$ cat src/rtl/beamform_delay_sum.sv
// Delay-and-sum beamformer: per-channel programmable sample delay, masked full-precision sum,
// and an I2S serialiser carrying the beam (left) and the beam or a monitor channel (right).
module beamform_delay_sum #(
    parameter int unsigned N_CH    = 8,
    parameter int unsigned DW      = 19,
    parameter int unsigned MAX_DLY = 15,
    parameter int unsigned DLY_W   = $clog2(MAX_DLY + 1),
    parameter int unsigned SUM_W   = DW + $clog2(N_CH),
    parameter int unsigned SLOT_W  = 32,
    parameter int unsigned SEL_W   = $clog2(N_CH)
) (
    input  logic                    clk,
    input  logic                    rst,
    input  logic                    lr_clk,
    input  logic [N_CH*DW-1:0]      pcm_in,
    input  logic                    pcm_valid,
    input  logic [N_CH*DLY_W-1:0]   delay_cfg,
    input  logic [N_CH-1:0]         ch_mask,
    input  logic                    mon_en,
    input  logic [SEL_W-1:0]        mon_sel,
    output logic [SUM_W-1:0]        beam_out,
    output logic                    beam_valid,
    output logic                    i2s_sd
);

    localparam int unsigned DEPTH = MAX_DLY + 1;

    logic [DW-1:0]     mem_q [N_CH][DEPTH];
    logic [DLY_W-1:0]  wr_ptr_q, wr_ptr_d;
    logic [DLY_W-1:0]  dly [N_CH];
    logic [DLY_W-1:0]  rd_ptr [N_CH];
    logic [DW-1:0]     tap [N_CH];
    logic [SUM_W-1:0]  sum_d, mon_d;
    logic [SUM_W-1:0]  beam_q, mon_q;
    logic              valid_q, mon_en_q;
    logic              ws_q, armed_q, boundary;
    logic [SLOT_W-1:0] sh_q, sh_d;

    // Delayed taps; delay 0 bypasses the buffer and uses the incoming sample.
    always_comb begin
        sum_d = '0;
        for (int k = 0; k < N_CH; k++) begin
            dly[k] = delay_cfg[k*DLY_W +: DLY_W];
            if (int'(dly[k]) > int'(MAX_DLY)) begin
                dly[k] = DLY_W'(MAX_DLY);
            end
            if (wr_ptr_q >= dly[k]) begin
                rd_ptr[k] = wr_ptr_q - dly[k];
            end else begin
                rd_ptr[k] = wr_ptr_q + DLY_W'(DEPTH) - dly[k];
            end
            tap[k] = (dly[k] == '0) ? pcm_in[k*DW +: DW] : mem_q[k][rd_ptr[k]];
            if (ch_mask[k]) begin
                sum_d = sum_d + SUM_W'($signed(tap[k]));
            end
        end
        mon_d    = SUM_W'($signed(tap[mon_sel]));
        wr_ptr_d = (wr_ptr_q == DLY_W'(MAX_DLY)) ? '0 : wr_ptr_q + DLY_W'(1);
    end

    // armed_q keeps the first cycle after reset from being mistaken for a slot boundary.
    assign boundary = armed_q && (ws_q != lr_clk);

    always_comb begin
        sh_d = {sh_q[SLOT_W-2:0], 1'b0};
        if (boundary) begin
            if (lr_clk && mon_en_q) begin
                sh_d = SLOT_W'($signed(mon_q));
            end else begin
                sh_d = SLOT_W'($signed(beam_q));
            end
        end
    end

    always_ff @(posedge clk or negedge rst) begin
        if (!rst) begin
            for (int k = 0; k < N_CH; k++) begin
                for (int i = 0; i < DEPTH; i++) begin
                    mem_q[k][i] <= '0;
                end
            end
            wr_ptr_q <= '0;
            beam_q   <= '0;
            mon_q    <= '0;
            mon_en_q <= 1'b0;
            valid_q  <= 1'b0;
            ws_q     <= 1'b0;
            armed_q  <= 1'b0;
            sh_q     <= '0;
        end else begin
            valid_q <= pcm_valid;
            if (pcm_valid) begin
                for (int k = 0; k < N_CH; k++) begin
                    mem_q[k][wr_ptr_q] <= pcm_in[k*DW +: DW];
                end
                wr_ptr_q <= wr_ptr_d;
                beam_q   <= sum_d;
                mon_q    <= mon_d;
                mon_en_q <= mon_en;
            end
            ws_q    <= lr_clk;
            armed_q <= 1'b1;
            sh_q    <= sh_d;
        end
    end

    assign beam_out   = beam_q;
    assign beam_valid = valid_q;
    assign i2s_sd     = sh_q[SLOT_W-1];

endmodule
$ cat config.mk
export PLATFORM = sky130hd
export DESIGN_NAME = beamform_delay_sum
export DESIGN_NICKNAME = d
export VERILOG_FILES = /design/src/rtl/beamform_delay_sum.sv
export SDC_FILE = /design/constraint.sdc
export NUM_CORES = 2
export LEC_CHECK = 0
export CAP_MARGIN = 20
export CORE_MARGIN = 1.5
export CORE_UTILIZATION = 45
export CTS_CLUSTER_DIAMETER = 30
export CTS_CLUSTER_SIZE = 25
export DETAILED_ROUTE_END_ITERATION = 8
export HOLD_SLACK_MARGIN = 0.12
export PLACE_DENSITY = 0.58
export SLEW_MARGIN = 30
export SYNTH_ARGS = -nofsm -noshare
export SYNTH_HDL_FRONTEND = slang
export SYNTH_SLANG_ARGS = --single-unit
$ cat constraint.sdc
create_clock -name clk -period 17 [get_ports clk]
set_input_delay 3.4 -clock clk [delete_from_list [all_inputs] [get_ports clk]]
set_output_delay 3.4 -clock clk [all_outputs]
set_load 0.005 [all_outputs]
==> summary.md <==
| Metric | Value |
|---|---|
| Outcome | `finished clean` |
| Most numerous cell in the Yosys netlist | `dfrtp_1` |
| GRT met3 Usage | `0.0469` |
| Worst EP arrival | `around 17000 ps` |
| Layout area overhead | `23.9%` |
| # DRC | `0` |
| I/O Buffers | `223` |
| FP Rows | `193` |
| Fmax | `62.1 MHz` |
| Total clock sinks | `2513` |
| Clk pin slew, worst setup/hold paths | `50 ps` |
| Crit-path max FO | `8` |
| Post-route ant nets | `0` |
| Slew @ Worst Pin | `1090 ps` |
| Synth Instances | `~9k` |
| Share of cells above drive strength 1 | `0.467` |
| Vias in the first global route | `around 88k` |
| Endpoints failing setup | `0` |
| GRT Resource Usage Total | `0.269` |
| GRT Max-Usage Layer | `met2` |
| Mean Syn Cell Area | `13.6 sq um` |
| Pre-CTS WS | `-410 ps` |
| Synth top area cells | `dfrtp_1, mux2_2, mux4_2` |
| Distinct cells, synth | `~90` |
| Worst R2R Start | `wr_ptr_q[0]` |
| Pre-antenna DRT Iters | `6` |
| Post-synth EDFFs | `0` |
| Starting density of the core | `0.452` |
| Remaining Overflow, GRT | `0` |
| Slew HR | `0.269` |
| Worst Hold Class | `flip-flop to flip-flop` |
| Met1 Use GR | `0.364` |
| CTS H-Tree Depth | `6` |
| Post-CTS Setup Bufs | `0` |
| Via count | `81.4k` |
| Wire length per cell | `26.6 um` |
| # fillers | `22.3k` |
| Crit path launch | `delay_cfg[4]` |
| Hold Path Origin | `sh_q[1]` |
| Synthesized area | `125000 sq um` |
| Core Area | `between 200000 and 300000 sq um` |
| Hold WS | `435 ps` |
| Ys flop type | `dfrtp_1` |
| Cell mode on critical path | `ha_1` |
| Async S/R FF share, synth | `1.00` |
| CTS tree | `built` |
| Final Hold Viols | `0` |
| Slowest CP cell | `fa_4` |
| Area leader, netlist | `dfrtp_1` |
| Kind of critical path | `primary input to flip-flop` |
| Flops & latches, synth | `2513` |
| Final Instance Area | `155000 sq um` |
| First-pass GRT wire length | `569000 um` |
| Pin count of the biggest net entering global routing | `between 150 and 200` |
| Initial DRC count | `5078` |
| Later-pin clock latency in the skew report | `1000 ps` |
| CP Launch Type | `primary input` |
| Post-Synthesis Net Count | `9609` |
| Top cell type's share of synthesized area | `0.503` |
| Post-DP HPWL | `229000 um` |
| WL final | `375000 um` |
| Tmin final | `~16000 ps` |
| Die H | `~530 um` |
| Initial antenna violation count | `58` |
| Area occupied by registers | `~63000 sq um` |
| Layout Nets | `10.3k` |
| Ports | `~220` |
| Cts bufs inserted | `557` |
| Die area | `281000 sq um` |
| Clock root cell | `clkbuf_16` |
| Critical path endpoint category | `flip-flop` |
| Top post-synthesis cells by count | `dfrtp_1, mux2_2, nand2_1` |
| Die X | `530 um` |
| Setup WS post-layout | `909 ps` |
| Multi-input logic area | `between 50000 and 60000 sq um` |
| Sequential-to-total area share from yosys stat | `0.503` |
| GR Util met2 | `0.436` |
| Routability cong. | `0.929` |
| Worst path required time | `17860 ps` |
| Post-Place Cell Area | `around 130000 sq um` |
| Worst clock skew | `50.0 ps` |
| Max clock buf depth | `4` |
| Final Cycle Share | `0.947` |
| Vias/cell | `5.78` |
| Max-cap check violation count | `0` |
| Synth warn | `0` |
| Slowest stage delay, CP | `800 ps` |
| Slew Viols, Final | `0` |
-- what timing repair did --
item	in CTS	in global routing
setup endpoints to repair	0	4
resized for setup	0	15
hold buffers	0	0
endpoints found under the hold margin	0	0
-- routing by layer --
metal,vias to the layer above,wire length [um]
met5,-,319
met4,48,12600
met3,624,19000
met2,1869,179000
met1,43379,165000
li1,35484,-
-- worst max-delay path, delay by kind of cell --
family	cells	cell delay [ps]
compound gates	23	5420
simple gates	12	890
mux	3	750
xor+xnor	5	960
fa+ha+maj	11	3810
buf+inv	9	1660
-- logic make-up (layout without fill, tap and decap cells) --
kind of cell	after synthesis	count (layout)	share of synthesized area
mux	3224	3224	0.348
flops	2513	2513	0.503
simple gates	1461	1461	0.0507
buf+inv	854	1998	0.0264
compound gates	836	836	0.0420
fa+ha+maj	191	191	0.0200
xor+xnor	141	141	0.0102
other cells	1	15	0.0000300
-- area by class of cell --
type | count | area share
Multi-Input combinational cell | 5854 | 0.384
Antenna cell | 14 | 0.000226
Clock inverter | 274 | 0.0271
Inverter | 122 | 0.00296
Sequential cell | 2513 | 0.406
Timing Repair Buffer | 878 | 0.0497
Tap cell | 3705 | 0.0299
Clock buffer | 724 | 0.100
-- layout by cell type, fill, tap and decap left out, types with 37 or more instances in the layout --
cell / instances
a21o_1: 70
a21oi_1: 124
buf_4: 611
bufinv_16: 70
clkbuf_1: 76
clkbuf_16: 563
clkbuf_8: 85
clkdlybuf4s50_1: 218
clkinv_2: 100
clkinvlp_4: 37
dfrtp_1: 2510
ha_1: 165
inv_1: 115
mux2_2: 2505
mux2i_1: 75
mux4_2: 634
nand2_1: 896
nand3_1: 164
nor2_1: 131
nor3_1: 52
o21ai_0: 299
o21ai_1: 53
xnor2_1: 78
xor2_1: 41
-- flip-flops by register name, indices dropped and copies added (netlist names) --
signal / cells
mem_q: 2432
sh_q: 32
beam_out: 22
mon_q: 19
wr_ptr_q: 4
armed_q: 1
beam_valid: 1
mon_en_q: 1
ws_q: 1
-- through the flow --
step | setup TNS [ps] | instances | utilization
after CTS | 0 | 14059 | 0.559
final | 0 | 14084 | 0.560
after detailed placement | -785 | 13061 | 0.487
after global placement | -572 | 13058 | 0.487
after floorplan | 0 | 9221 | -
after global routing | -12.8 | 14077 | 0.560
-- final timing paths --
kind | end | slack, ps | depth (start not counted)
worst min-delay path | sh_q[2] | 440 | 2
min in group asynchronous | mem_q[1780] | 2270 | 1
worst max register to register | beam_out[21] | 2720 | 61
worst max-delay path | beam_out[21] | 910 | 63
max in group asynchronous | mem_q[142] | 11260 | 7
worst min register to register | sh_q[2] | 440 | 2
Power is not shown: default switching activity piles up to over one toggle a cycle in this logic, so the estimate is an artifact.
